===== src/rtl/clock_pkg.sv =====
// Shared widths, field limits and time record for the wall-clock counter.
package clock_pkg;

    localparam int SEC_BIT  = 6;
    localparam int MIN_BIT  = 6;
    localparam int HOUR_BIT = 5;

    localparam int SEC_MAX  = 59;
    localparam int MIN_MAX  = 59;
    localparam int HOUR_MAX = 23;

    typedef struct packed {
        logic [HOUR_BIT-1:0] hour;
        logic [MIN_BIT-1:0]  min;
        logic [SEC_BIT-1:0]  sec;
    } time_t;

    // True when a candidate hh:mm:ss lies inside the 24 h clock range.
    function automatic logic time_in_range(input int hour, input int min, input int sec);
        return (hour <= HOUR_MAX) && (min <= MIN_MAX) && (sec <= SEC_MAX);
    endfunction

endpackage


===== src/rtl/mod_n_counter.sv =====
// Loadable modulo-(MAX+1) counter; o_wrap is a combinational carry for chaining.
module mod_n_counter #(
    parameter int WIDTH = 6,
    parameter int MAX   = 59
) (
    input  logic             clk,
    input  logic             reset,
    input  logic             i_load,
    input  logic [WIDTH-1:0] i_load_val,
    input  logic             i_inc,
    output logic [WIDTH-1:0] o_val,
    output logic             o_wrap
);

    localparam logic [WIDTH-1:0] MAX_V = WIDTH'(MAX);

    logic [WIDTH-1:0] val_q;
    logic [WIDTH-1:0] val_d;

    // Next value: load wins over increment; increment wraps at MAX, not 2^WIDTH.
    always_comb begin
        val_d = val_q;
        if (i_load) begin
            val_d = i_load_val;
        end else if (i_inc) begin
            if (val_q == MAX_V) begin
                val_d = {WIDTH{1'b0}};
            end else begin
                val_d = val_q + {{(WIDTH-1){1'b0}}, 1'b1};
            end
        end else begin
            val_d = val_q;
        end
    end

    // Field register with synchronous reset.
    always_ff @(posedge clk) begin
        if (reset) begin
            val_q <= {WIDTH{1'b0}};
        end else begin
            val_q <= val_d;
        end
    end

    assign o_val  = val_q;
    assign o_wrap = i_inc & ~i_load & (val_q == MAX_V);

endmodule


===== src/rtl/clock_time_counter.sv =====
// 24 h hh:mm:ss time keeper driven by a 1 Hz tick, with load, carry pulses and range-checked set.
// Optional alarm register and match pulse are built when CLOCK_TIME_ALARM_EN is defined.
module clock_time_counter
    import clock_pkg::*;
#(
    parameter int P_SEC_BIT  = SEC_BIT,
    parameter int P_MIN_BIT  = MIN_BIT,
    parameter int P_HOUR_BIT = HOUR_BIT
) (
    input  logic                  clk,
    input  logic                  reset,
    input  logic                  en,
    input  logic                  i_tick,
    input  logic                  i_set,
    input  logic [P_HOUR_BIT-1:0] i_set_hour,
    input  logic [P_MIN_BIT-1:0]  i_set_min,
    input  logic [P_SEC_BIT-1:0]  i_set_sec,
    input  logic                  i_alarm_set,
    input  logic                  i_alarm_en,
    output logic [P_SEC_BIT-1:0]  o_sec,
    output logic [P_MIN_BIT-1:0]  o_min,
    output logic [P_HOUR_BIT-1:0] o_hour,
    output logic                  o_min_tick,
    output logic                  o_hour_tick,
    output logic                  o_day_tick,
    output logic                  o_set_err,
    output logic                  o_alarm
);

    logic                  set_valid_s;
    logic                  load_s;
    logic                  inc_sec_s;
    logic                  sec_wrap_s;
    logic                  min_wrap_s;
    logic                  hour_wrap_s;
    logic [P_SEC_BIT-1:0]  sec_s;
    logic [P_MIN_BIT-1:0]  min_s;
    logic [P_HOUR_BIT-1:0] hour_s;

    logic min_tick_q,  min_tick_d;
    logic hour_tick_q, hour_tick_d;
    logic day_tick_q,  day_tick_d;
    logic set_err_q,   set_err_d;

    assign set_valid_s = time_in_range(int'(i_set_hour), int'(i_set_min), int'(i_set_sec));
    assign load_s      = i_set & set_valid_s;
    // A valid load swallows any tick on the same edge.
    assign inc_sec_s   = en & i_tick & ~load_s;

    mod_n_counter #(.WIDTH(P_SEC_BIT), .MAX(SEC_MAX)) u_sec (
        .clk        (clk),
        .reset      (reset),
        .i_load     (load_s),
        .i_load_val (i_set_sec),
        .i_inc      (inc_sec_s),
        .o_val      (sec_s),
        .o_wrap     (sec_wrap_s)
    );

    mod_n_counter #(.WIDTH(P_MIN_BIT), .MAX(MIN_MAX)) u_min (
        .clk        (clk),
        .reset      (reset),
        .i_load     (load_s),
        .i_load_val (i_set_min),
        .i_inc      (sec_wrap_s),
        .o_val      (min_s),
        .o_wrap     (min_wrap_s)
    );

    mod_n_counter #(.WIDTH(P_HOUR_BIT), .MAX(HOUR_MAX)) u_hour (
        .clk        (clk),
        .reset      (reset),
        .i_load     (load_s),
        .i_load_val (i_set_hour),
        .i_inc      (min_wrap_s),
        .o_val      (hour_s),
        .o_wrap     (hour_wrap_s)
    );

    // Carry pulses land on the same edge that writes the wrapped field value.
    always_comb begin
        min_tick_d  = sec_wrap_s;
        hour_tick_d = min_wrap_s;
        day_tick_d  = hour_wrap_s;
`ifdef CLOCK_TIME_ALARM_EN
        set_err_d   = (i_set | i_alarm_set) & ~set_valid_s;
`else
        set_err_d   = i_set & ~set_valid_s;
`endif
    end

    // Pulse output registers.
    always_ff @(posedge clk) begin
        if (reset) begin
            min_tick_q  <= 1'b0;
            hour_tick_q <= 1'b0;
            day_tick_q  <= 1'b0;
            set_err_q   <= 1'b0;
        end else begin
            min_tick_q  <= min_tick_d;
            hour_tick_q <= hour_tick_d;
            day_tick_q  <= day_tick_d;
            set_err_q   <= set_err_d;
        end
    end

`ifdef CLOCK_TIME_ALARM_EN
    logic [P_SEC_BIT-1:0]  alarm_sec_q,  alarm_sec_d;
    logic [P_MIN_BIT-1:0]  alarm_min_q,  alarm_min_d;
    logic [P_HOUR_BIT-1:0] alarm_hour_q, alarm_hour_d;
    logic                  alarm_hit_q,  alarm_hit_d;
    logic [P_SEC_BIT-1:0]  nxt_sec_s;
    logic [P_MIN_BIT-1:0]  nxt_min_s;
    logic [P_HOUR_BIT-1:0] nxt_hour_s;

    // Time that a count step will produce, so the match pulse aligns with the updated time.
    always_comb begin
        nxt_sec_s  = sec_s;
        nxt_min_s  = min_s;
        nxt_hour_s = hour_s;
        if (sec_wrap_s) begin
            nxt_sec_s = {P_SEC_BIT{1'b0}};
        end else begin
            nxt_sec_s = sec_s + {{(P_SEC_BIT-1){1'b0}}, 1'b1};
        end
        if (min_wrap_s) begin
            nxt_min_s = {P_MIN_BIT{1'b0}};
        end else if (sec_wrap_s) begin
            nxt_min_s = min_s + {{(P_MIN_BIT-1){1'b0}}, 1'b1};
        end else begin
            nxt_min_s = min_s;
        end
        if (hour_wrap_s) begin
            nxt_hour_s = {P_HOUR_BIT{1'b0}};
        end else if (min_wrap_s) begin
            nxt_hour_s = hour_s + {{(P_HOUR_BIT-1){1'b0}}, 1'b1};
        end else begin
            nxt_hour_s = hour_s;
        end
    end

    // Alarm register load and match detection; loads never raise the alarm.
    always_comb begin
        alarm_sec_d  = alarm_sec_q;
        alarm_min_d  = alarm_min_q;
        alarm_hour_d = alarm_hour_q;
        if (i_alarm_set & set_valid_s) begin
            alarm_sec_d  = i_set_sec;
            alarm_min_d  = i_set_min;
            alarm_hour_d = i_set_hour;
        end else begin
            alarm_sec_d  = alarm_sec_q;
            alarm_min_d  = alarm_min_q;
            alarm_hour_d = alarm_hour_q;
        end
        alarm_hit_d = inc_sec_s & i_alarm_en & (nxt_sec_s == alarm_sec_q) &
                      (nxt_min_s == alarm_min_q) & (nxt_hour_s == alarm_hour_q);
    end

    // Alarm state registers.
    always_ff @(posedge clk) begin
        if (reset) begin
            alarm_sec_q  <= {P_SEC_BIT{1'b0}};
            alarm_min_q  <= {P_MIN_BIT{1'b0}};
            alarm_hour_q <= {P_HOUR_BIT{1'b0}};
            alarm_hit_q  <= 1'b0;
        end else begin
            alarm_sec_q  <= alarm_sec_d;
            alarm_min_q  <= alarm_min_d;
            alarm_hour_q <= alarm_hour_d;
            alarm_hit_q  <= alarm_hit_d;
        end
    end

    assign o_alarm = alarm_hit_q;
`else
    logic unused_alarm_s;
    assign unused_alarm_s = i_alarm_set ^ i_alarm_en;
    assign o_alarm        = 1'b0;
`endif

    assign o_sec       = sec_s;
    assign o_min       = min_s;
    assign o_hour      = hour_s;
    assign o_min_tick  = min_tick_q;
    assign o_hour_tick = hour_tick_q;
    assign o_day_tick  = day_tick_q;
    assign o_set_err   = set_err_q;

endmodule


===== config.mk =====
export PLATFORM = sky130hd
export DESIGN_NAME = clock_time_counter
export DESIGN_NICKNAME = d
export VERILOG_FILES = /design/src/rtl/clock_pkg.sv /design/src/rtl/mod_n_counter.sv /design/src/rtl/clock_time_counter.sv
export SDC_FILE = /design/constraint.sdc
export NUM_CORES = 1
export LEC_CHECK = 0
export CAP_MARGIN = 20
export CORE_ASPECT_RATIO = 1.75
export CORE_UTILIZATION = 45
export CTS_CLUSTER_DIAMETER = 40
export DETAILED_ROUTE_END_ITERATION = 10
export PLACE_DENSITY = 0.82
export SYNTH_ARGS = -nofsm -noshare
export SYNTH_HDL_FRONTEND = slang
export SYNTH_HIERARCHICAL = 1
export SYNTH_SLANG_ARGS = --single-unit

===== constraint.sdc =====
create_clock -name clk -period 5 [get_ports clk]
set_input_delay 1 -clock clk [delete_from_list [all_inputs] [get_ports clk]]
set_output_delay 1 -clock clk [all_outputs]
set_load 0.02 [all_outputs]

==> parameters.txt <==
Parameter                              Value

Run status
  Run status    finished clean

Run
  Number of violations of the max-capacitance limit    0

Clock tree
  H-tree levels    1
  Clock insertion delay at the later pin of the skew report    0.26 ns
  Number of gates resized after cts    0
  Post-CTS setup buffer count    0
  Library cell used as clock root buffer    clkbuf_8
  Post-CTS Hold Fix Bufs    0
  Maximum number of buffers from clock root to sink    2
  Clock-pin transition on the worst setup and hold timing paths    0.08 ns
  Count of clock tree sinks    21
  TritonCTS clock tree    yes
  TritonCTS Buffers    3

Synth
  Mapped Cells    139
  Synth top area share    0.352
  Register bit total from synthesis    21
  Leading post-synthesis cells by cell area    dfxtp_1, nor3b_1, a221oi_1, nor2_1, xnor2_1
  Cell accounting for the most synthesized area    dfxtp_1
  Number of warnings printed during yosys synthesis    6
  Number of unique standard cell types used by synthesis    32
  Post-synthesis net count    166
  Sequential share of the synthesized area    0.352
  Post-synthesis area per instance    roughly 8.6 um^2
  Synth Cell Area    1190 um^2

Global route
  Number of antenna violations at the first check in global routing    0
  Aggregate global routing overflow    0
  Total routing resource utilization after global routing    0.224
  Number of global-route vias before repair    ~1200
  Largest net degree at the start of global routing    33
  Global-route wire length before repair    4.67 mm

Worst setup path
  Kind of end point of the critical path    register
  Slowest library cell on the worst path    a41oi_1
  Category of the critical setup timing path    in2reg
  Reg-to-Reg Start    u_sec/o_val[0]
  Data arrival at the endpoint of the critical path    3.88 ns
  Cell Chain, Critical Path    clkdlybuf4s50_1 > nand4_1 > a41oi_1 > nand2b_1 > nor2_1 > buf_4 > nand2b_1 > nor2_1 > mux2_2 > nand2_1 > a21oi_1
  Startpoint class of the critical path    input port
  Launching instance or port of the critical path    i_set_min[5]
  CP max FO    9
  Req. time, crit path    5.11 ns
  Delay of the slowest critical-path stage    between 0.6 and 0.7 ns

Layout
  Most common cell after layout, fill and taps aside    clkdlybuf4s50_1
  Number of antenna diodes    0
  Number of fill cells    212
  Area Overhead vs Synth    40.7%
  Finished Core Util    0.675
  Most frequent cells in the layout    clkdlybuf4s50_1, dfxtp_1, nor2_1
  Layout Cell Area excl Fill    ~1700 um^2
  Final net count    210
  Layout cells sized above 1    0.0714

Timing
  Final setup violation count    0
  Slew of the pin with the lowest slew margin    about 0.91 ns
  Unrepaired setup endpoints after global routing    false
  Worst Skew    approximately 0.0028 ns
  FMAX    265 MHz
  Final critical path time including I/O delays and setup    3.77 ns
  Hold Violations, Final    0
  Max_slew headroom    0.392
  Summed negative setup slack over all endpoints    0 ns
  Share of the clock period used by the worst path    0.754
  Final Max Tran Viols    0

Die
  Number of primary I/O pins    46
  Initial Utilization    0.479
  Die Width    41.0 um
  DIE HEIGHT    70.2 um
  Placement Rows    24
  Std-Cell Core Area    2490 um^2
  Die area    2870 um^2

Placed design
  Post-detailed-placement half-perimeter wirelength    2.24 mm
  PortBufs    42
  Cell area after placement    1640 um^2
  RD Place Congestion    0.822

Drt
  Final routed wire length divided by cell count    about 14 um
  Total Wirelength    about 3.0 mm
  Number of DRC violations after detailed routing    0
  Post-DR vias/cell    5.74
  Post-route antenna net violation count    0
  Detailed-routing iteration count for the pre-antenna-repair pass    5
  Violation count after the first detailed-route iteration    43
  Number of vias in the routed layout    1194

Power and ir drop
  Power per unit of standard cell area    234 nW/um^2
  VDD IR max    0.000177 V
  Static power due to leakage    ~0.61 nW

Hold path
  Source of the worst hold timing path    u_hour/o_val[4]
  Worst min path class    reg2reg
Yosys cell counts (all sizes together):
| master | number |
|---|---|
| nand4b | 1 |
| nor3 | 1 |
| nor2b | 4 |
| xnor2 | 6 |
| xor2 | 4 |
| nor2 | 16 |
| o22ai | 3 |
| nand4 | 3 |
| a221oi | 9 |
| buf | 3 |
| a311oi | 1 |
| a211oi | 2 |
| nand3 | 6 |
| nor3b | 9 |
| a41oi | 1 |
| clkbuf | 2 |
| mux2 | 1 |
| nand3b | 3 |
| nand2b | 4 |
| a21oi | 11 |
| inv | 9 |
| conb | 1 |
| and4 | 1 |
| mux2i | 3 |
| and4b | 2 |
| ha | 3 |
| dfxtp | 21 |
| nand2 | 9 |
power breakdown:
group          leakage, nW  internal [W]  total [W]  switching [W]
logic                0.414     0.0000501  0.0000948      0.0000446
clock network       0.0255     0.0000554   0.000109      0.0000536
registers            0.172      0.000177   0.000189      0.0000122
total                0.612      0.000283   0.000393       0.000110
through the flow:
step | setup WS [ns] | cells | hold slack (ns) | total power [W]
2_1_floorplan | 2.09 | 139 | 0.641 | 0.000240
3_3_place_gp | 1.04 | 204 | 0.585 | 0.000284
3_5_place_dp | 0.966 | 204 | 0.598 | 0.000287
4_1_cts | 1.23 | 208 | 0.607 | 0.000397
5_1_grt | 1.06 | 208 | 0.624 | 0.000412
6_report | 1.23 | 208 | 0.604 | 0.000393
registers in the layout, indices dropped and copies added (netlist names):
signal,flops
o_day_tick,1
o_hour_tick,1
o_min_tick,1
o_set_err,1
u_hour/o_val,5
u_min/o_val,6
u_sec/o_val,6
cells by family after synthesis:
kind of cell	Yosys count	share of synthesized area
simple gates	59	0.277
compound gates	27	0.177
flops	21	0.352
buf+inv	14	0.0513
xor+xnor	10	0.0733
mux	4	0.0346
fa+ha+maj	3	0.0314
other cells	1	0.00314
worst max-delay path: cells and delay by family:
kind | cells | cell delay (ns)
AO/OA/AOI/OAI | 2 | 0.73
buffers and inverters | 2 | 0.68
multiplexers | 1 | 0.39
AND/OR/NAND/NOR | 6 | 1.08
per-layer routing:
| layer | routed length [um] | share of wire | track usage |
|---|---|---|---|
| met1 | 1150 | 0.38 | 0.215 |
| met4 | 23 | 0.0076 | 0.0778 |
| met5 | 0 | 0 | 0 |
| met2 | 1690 | 0.56 | 0.425 |
| met3 | 142 | 0.047 | 0.0254 |
final timing paths:
kind                            cells past startpoint  slack [ns]              end
worst min register to register                      2        0.60  u_hour/o_val[4]
worst max-delay path                               11        1.23  u_hour/o_val[1]
worst max register to register                     10        2.55  u_hour/o_val[1]
worst min-delay path                                2        0.60  u_hour/o_val[4]
final cells by class:
class	instances	area, um^2	share of cell area
Clock buffer	3	41.3	0.0246
Timing Repair Buffer	44	435	0.259
Multi-Input combinational cell	104	713	0.424
Inverter	9	33.8	0.0201
Clock inverter	1	5.00	0.00298
Sequential cell	21	420	0.250
Tap cell	26	32.5	0.0193
No activity file was read; power rests on OpenSTA's default activity.
